$ cat config.mk
export PLATFORM = sky130hd
export DESIGN_NAME = b_row_packer
export DESIGN_NICKNAME = d
export VERILOG_FILES = /design/src/rtl/tpu_pkg.sv /design/src/rtl/b_row_packer.sv
export SDC_FILE = /design/constraint.sdc
export NUM_CORES = 1
export LEC_CHECK = 0
export BUFFER_PORTS_ARGS = -buffer_cell sky130_fd_sc_hd__buf_2
export CORE_UTILIZATION = 30
export CTS_CLUSTER_DIAMETER = 40
export CTS_CLUSTER_SIZE = 14
export DETAILED_ROUTE_END_ITERATION = 12
export PLACE_DENSITY = 0.47
export SYNTH_ARGS = -nofsm -noshare
export SYNTH_HDL_FRONTEND = slang
export SYNTH_SLANG_ARGS = --single-unit
$ cat constraint.sdc
create_clock -name clk -period 7.05 [get_ports clk]
set_clock_uncertainty 0.15 [all_clocks]
set_input_delay 0.705 -clock clk [delete_from_list [all_inputs] [get_ports clk]]
set_output_delay 0.705 -clock clk [all_outputs]
set_load 0.02 [all_outputs]
$ cat src/rtl/tpu_pkg.sv
// Shared TPU definitions: packer FSM states and the default operand
// geometry used by the packer, skew buffer and systolic array.
package tpu_pkg;
  localparam int unsigned BITS_AB = 8;
  localparam int unsigned DIM     = 8;

  typedef enum logic [1:0] {
    IDLE  = 2'd0,
    FILL  = 2'd1,
    DRAIN = 2'd2
  } state_t;
endpackage

$ cat src/rtl/b_row_packer.sv
// Packs a serial row-major B stream into DIM-wide rows for the skew buffer,
// then drives the zero-data drain enables and pulses done.
module b_row_packer #(
  parameter int unsigned BITS_AB = tpu_pkg::BITS_AB,
  parameter int unsigned DIM     = tpu_pkg::DIM
) (
  input  logic                            clk,
  input  logic                            rst,
  input  logic                            start,
  input  logic                            in_valid,
  output logic                            in_ready,
  input  logic [BITS_AB-1:0]              in_data,
  output logic [DIM-1:0][BITS_AB-1:0]     Bout,
  output logic                            en_out,
  output logic                            busy,
  output logic                            done
);
  import tpu_pkg::*;

  localparam int unsigned COL_W = $clog2(DIM);
  localparam int unsigned ROW_W = $clog2(DIM + 1);
  localparam int unsigned DRN_W = $clog2(2 * DIM);

  localparam logic [COL_W-1:0] COL_LAST = COL_W'(DIM - 1);
  localparam logic [ROW_W-1:0] ROW_LAST = ROW_W'(DIM - 1);
  localparam logic [ROW_W-1:0] ROW_FULL = ROW_W'(DIM);
  localparam logic [DRN_W-1:0] DRN_LAST = DRN_W'(2 * DIM - 1);

  state_t                        state_q, state_d;
  logic [COL_W-1:0]              col_cnt_q, col_cnt_d;
  logic [ROW_W-1:0]              row_cnt_q, row_cnt_d;
  logic [DRN_W-1:0]              drain_cnt_q, drain_cnt_d;
  logic [DIM-1:0][BITS_AB-1:0]   asm_q, asm_d;
  logic [DIM-1:0][BITS_AB-1:0]   bout_q, bout_d;
  logic                          en_q, en_d;
  logic                          ready_q, ready_d;
  logic                          busy_q, busy_d;
  logic                          done_q, done_d;

  always_comb begin
    state_d     = state_q;
    col_cnt_d   = col_cnt_q;
    row_cnt_d   = row_cnt_q;
    drain_cnt_d = drain_cnt_q;
    asm_d       = asm_q;
    bout_d      = bout_q;
    en_d        = 1'b0;
    done_d      = 1'b0;

    case (state_q)
      IDLE: begin
        // done_q high means we are in the cycle right after a drain: ignore start
        if (start && !done_q) begin
          state_d     = FILL;
          col_cnt_d   = '0;
          row_cnt_d   = '0;
          drain_cnt_d = '0;
        end
      end
      FILL: begin
        if (in_valid && ready_q) begin
          asm_d[col_cnt_q] = in_data;
          col_cnt_d        = col_cnt_q + 1'b1;
          if (col_cnt_q == COL_LAST) begin
            bout_d = asm_d;
            en_d   = 1'b1;
            if (row_cnt_q != ROW_FULL) row_cnt_d = row_cnt_q + 1'b1;
            if (row_cnt_q == ROW_LAST) state_d = DRAIN;
          end
        end
      end
      DRAIN: begin
        if (drain_cnt_q == DRN_LAST) begin
          state_d     = IDLE;
          done_d      = 1'b1;
          drain_cnt_d = '0;
        end else begin
          drain_cnt_d = drain_cnt_q + 1'b1;
          en_d        = 1'b1;
          bout_d      = '0;
        end
      end
      default: state_d = IDLE;
    endcase

    ready_d = (state_d == FILL) && (row_cnt_d < ROW_FULL);
    busy_d  = (state_d != IDLE);
  end

  always_ff @(posedge clk or posedge rst) begin
    if (rst) begin
      state_q     <= IDLE;
      col_cnt_q   <= '0;
      row_cnt_q   <= '0;
      drain_cnt_q <= '0;
      asm_q       <= '0;
      bout_q      <= '0;
      en_q        <= 1'b0;
      ready_q     <= 1'b0;
      busy_q      <= 1'b0;
      done_q      <= 1'b0;
    end else begin
      state_q     <= state_d;
      col_cnt_q   <= col_cnt_d;
      row_cnt_q   <= row_cnt_d;
      drain_cnt_q <= drain_cnt_d;
      asm_q       <= asm_d;
      bout_q      <= bout_d;
      en_q        <= en_d;
      ready_q     <= ready_d;
      busy_q      <= busy_d;
      done_q      <= done_d;
    end
  end

  assign in_ready = ready_q;
  assign Bout     = bout_q;
  assign en_out   = en_q;
  assign busy     = busy_q;
  assign done     = done_q;
endmodule

==> impl_metrics.ini <==
[placed_design]
io_buffers = 79
dp_slack_ns = 4.43
place_area_um2 = 7180
hpwl_mm = 9.76
gp_congestion = 0.781

[synth]
syn_inst = 476
synth_area_um2 = 6630
ys_async_sr_fraction_pct = 100
yosys_warnings = 0
synthFlopType = dfrtp_1
ys_seq_area_share_pct = 54.8
syn_nets = 497
ys_types = 43
ys_ff_latch = 145
synth-edff-count = 0
postSynthAreaPerCell_um2 = 13.9

[global_route]
grtUsageTotal_pct = 14.7
antenna_found_initial = 0
grt_pass1_wl_mm = 24.8
grt-ovfl-total = 0
grt_pass1_vias = 4334
grt_max_degree = 98

[run_status]
run_status = finished, final reports clean

[pwr]
ir_drop_mv = 0.185
p_per_area_nw_per_um2 = 378
p_leak_nw = 4.00

[die]
die_w_um = 151
num_rows = 54
initial_utilization_pct = 30.5
core-area_um2 = 21800
dieHeight_um = 151
io_pins = 80
die_area_um2 = 22700

[setup_path]
worstPathMaxFanout = 39
worstReg2RegStart = col_cnt_q[0]
critPathMaxStageDelay_ns = 0.51
rrSetupSlack_ns = 4.44
critPathLaunchType = register
cp-end-kind = register
critPathSlowestCell = dfrtp_1
cp_common_cell = ha_1
rr_endpoint = Bout[24]
worst_r2r_path_depth = 7
cp_data_required_time_ns = 7.19
critical_path_class = register to register
path_cells = ha_1 > ha_1 > nand3_1 > a21boi_2 > nand2_2 > buf_4 > o2bb2ai_1
cp_data_arrival_time_ns = 2.75

[final_layout]
fin_area_um2 = 7850
nets = 562
regArea_um2 = 3630
final_layout_size_suffix_gt1_share_pct = 32.2
nFillCells = 2151
multi_input_area_um2 = 2740
diodes = 0
syn_to_final_growth_pct = 18.5

[sta]
setup_viol = 0
setup_tns_ns = 0
min_period_ns = 2.61
layout_setup_ws_ns = 4.44
hold_ws_ns = 0.330
rsz0062_at_grt = no
slew_viol_final = 0
min_period_over_period_pct = 37.1
hold_viol_final = 0
maxSlewHeadroom_pct = 33.2
tightestPinTransition_ns = 0.997
fmax_mhz = 382

[detailed_routing]
vias = 4049
drtPass1Iterations = 4
ant_nets = 0
wl_per_cell_um = 18.3
route.detailed.drc = 0
via_per_inst = 4.86
dr.first_iter.drc_count = 140
totalWireLength_mm = 15.2

[clock_network]
tritoncts = yes
clk_pin_slew_worst_paths_ns = 0.06
cts_buffer_depth = 2
cts_made_buffers = 17
cts_sinks = 145
htree_num_levels = 4
root_buffer = clkbuf_16
postCtsSetupBuffers = 0
cts.repair.resized = 0
clock_latency_ns = 0.42
cts-hold-fix-buffers = 0

[min_path]
hold_class = input port to asynchronous set/reset pin

[flow_run]
drv_cap = 0
-- layout make-up --
type | count | share of cell area (%)
sequential | 145 | 46.2
multi-input combinational | 285 | 34.9
clock buffer | 21 | 5.87
timing repair buffer | 83 | 5.42
tap | 280 | 4.46
clock inverter | 10 | 2.63
inverter | 9 | 0.494
-- logic make-up (layout without fill, tap and decap cells) --
kind of cell	Yosys count	after routing	synth area share, %
compound gates	96	96	11.8
fa+ha+maj	9	9	1.70
buf+inv	46	123	4.06
flops	145	145	54.8
mux	132	132	22.1
simple gates	48	48	5.55
-- state kept, by name, summed over array words and instances, names as in the netlist --
signal / count
Bout: 64
asm_q: 64
drain_cnt_q: 4
row_cnt_q: 4
col_cnt_q: 3
state_q: 2
busy: 1
done: 1
en_out: 1
in_ready: 1
-- worst max-delay path by stage --
stage                     slack [ns]         start  depth (start not counted)        to
after global routing            4.22  col_cnt_q[0]                          7  Bout[24]
after floorplan                 2.30           rst                          1   Bout[0]
after CTS                       4.40  col_cnt_q[0]                          7  Bout[24]
after detailed placement        4.43  col_cnt_q[0]                          7  Bout[21]
final                           4.44  col_cnt_q[0]                          7  Bout[24]
after global placement          4.50    state_q[1]                          6  Bout[11]
-- layer usage --
layer	track usage, %	wire (um)	vias to the layer above	share of wire (%)
met1	20.8	7690	2055	51
met4	6.00	250	0	1.6
li1	-	-	1892	-
met3	3.21	519	21	3.4
met2	21.6	6760	81	44
met5	0	0	-	0
-- synthesized netlist by cell type (2+ instances only) --
master | instances | area [um^2]
a21oi_1 | 4 | 20.0
o21ai_0 | 10 | 50.1
nand2_1 | 13 | 48.8
nor3_1 | 2 | 10.0
o31ai_1 | 2 | 15.0
mux2i_1 | 67 | 671
nand4_1 | 2 | 12.5
buf_4 | 4 | 30.0
buf_2 | 17 | 85.1
a22o_1 | 4 | 35.0
clkbuf_1 | 8 | 30.0
nor2b_4 | 4 | 55.1
nor2_8 | 4 | 80.1
inv_1 | 9 | 33.8
nor3b_2 | 3 | 37.5
buf_6 | 8 | 90.1
nor2_1 | 6 | 22.5
mux2_2 | 32 | 360
nand3b_1 | 3 | 22.5
nand3_1 | 4 | 20.0
nand2b_1 | 2 | 12.5
ha_1 | 9 | 113
dfrtp_1 | 145 | 3630
mux2_1 | 17 | 191
o2bb2ai_1 | 64 | 561
mux2_4 | 16 | 240
-- layout by cell type, fill, tap and decap left out, types with 6 or more instances in the layout --
master     count
dfrtp_1      145
buf_2         79
mux2i_1       67
o2bb2ai_1     64
mux2_2        32
mux2_1        17
clkbuf_16     17
mux2_4        16
nand2_1       12
o21ai_0       10
ha_1           9
inv_1          8
nor2_1         6
bufinv_16      6
-- worst max-delay path, delay by kind of cell, from the launching register on --
kind	cells	cell delay, ns
AO/OA/AOI/OAI	2	0.24
adder cells (fa/ha/maj)	2	0.50
buffers and inverters	1	0.51
flip-flops	1	0.51
AND/OR/NAND/NOR	2	0.55
-- stage by stage --
stage | std cells | util (%) | total power [mW]
final | 833 | 36.1 | 2.97
after global routing | 833 | 36.1 | 3.13
after CTS | 833 | 36.1 | 3.01
after detailed placement | 802 | 33.0 | 1.96
after global placement | 802 | 33.0 | 1.94
after floorplan | 476 | - | 1.74
-- power breakdown --
part	total [mW]	switching [mW]	internal (mW)
Clock	1.03	0.349	0.680
Combinational	0.830	0.504	0.327
Sequential	1.11	0.109	1.00
Total	2.97	0.962	2.01
No activity file was read; power rests on OpenSTA's default activity.
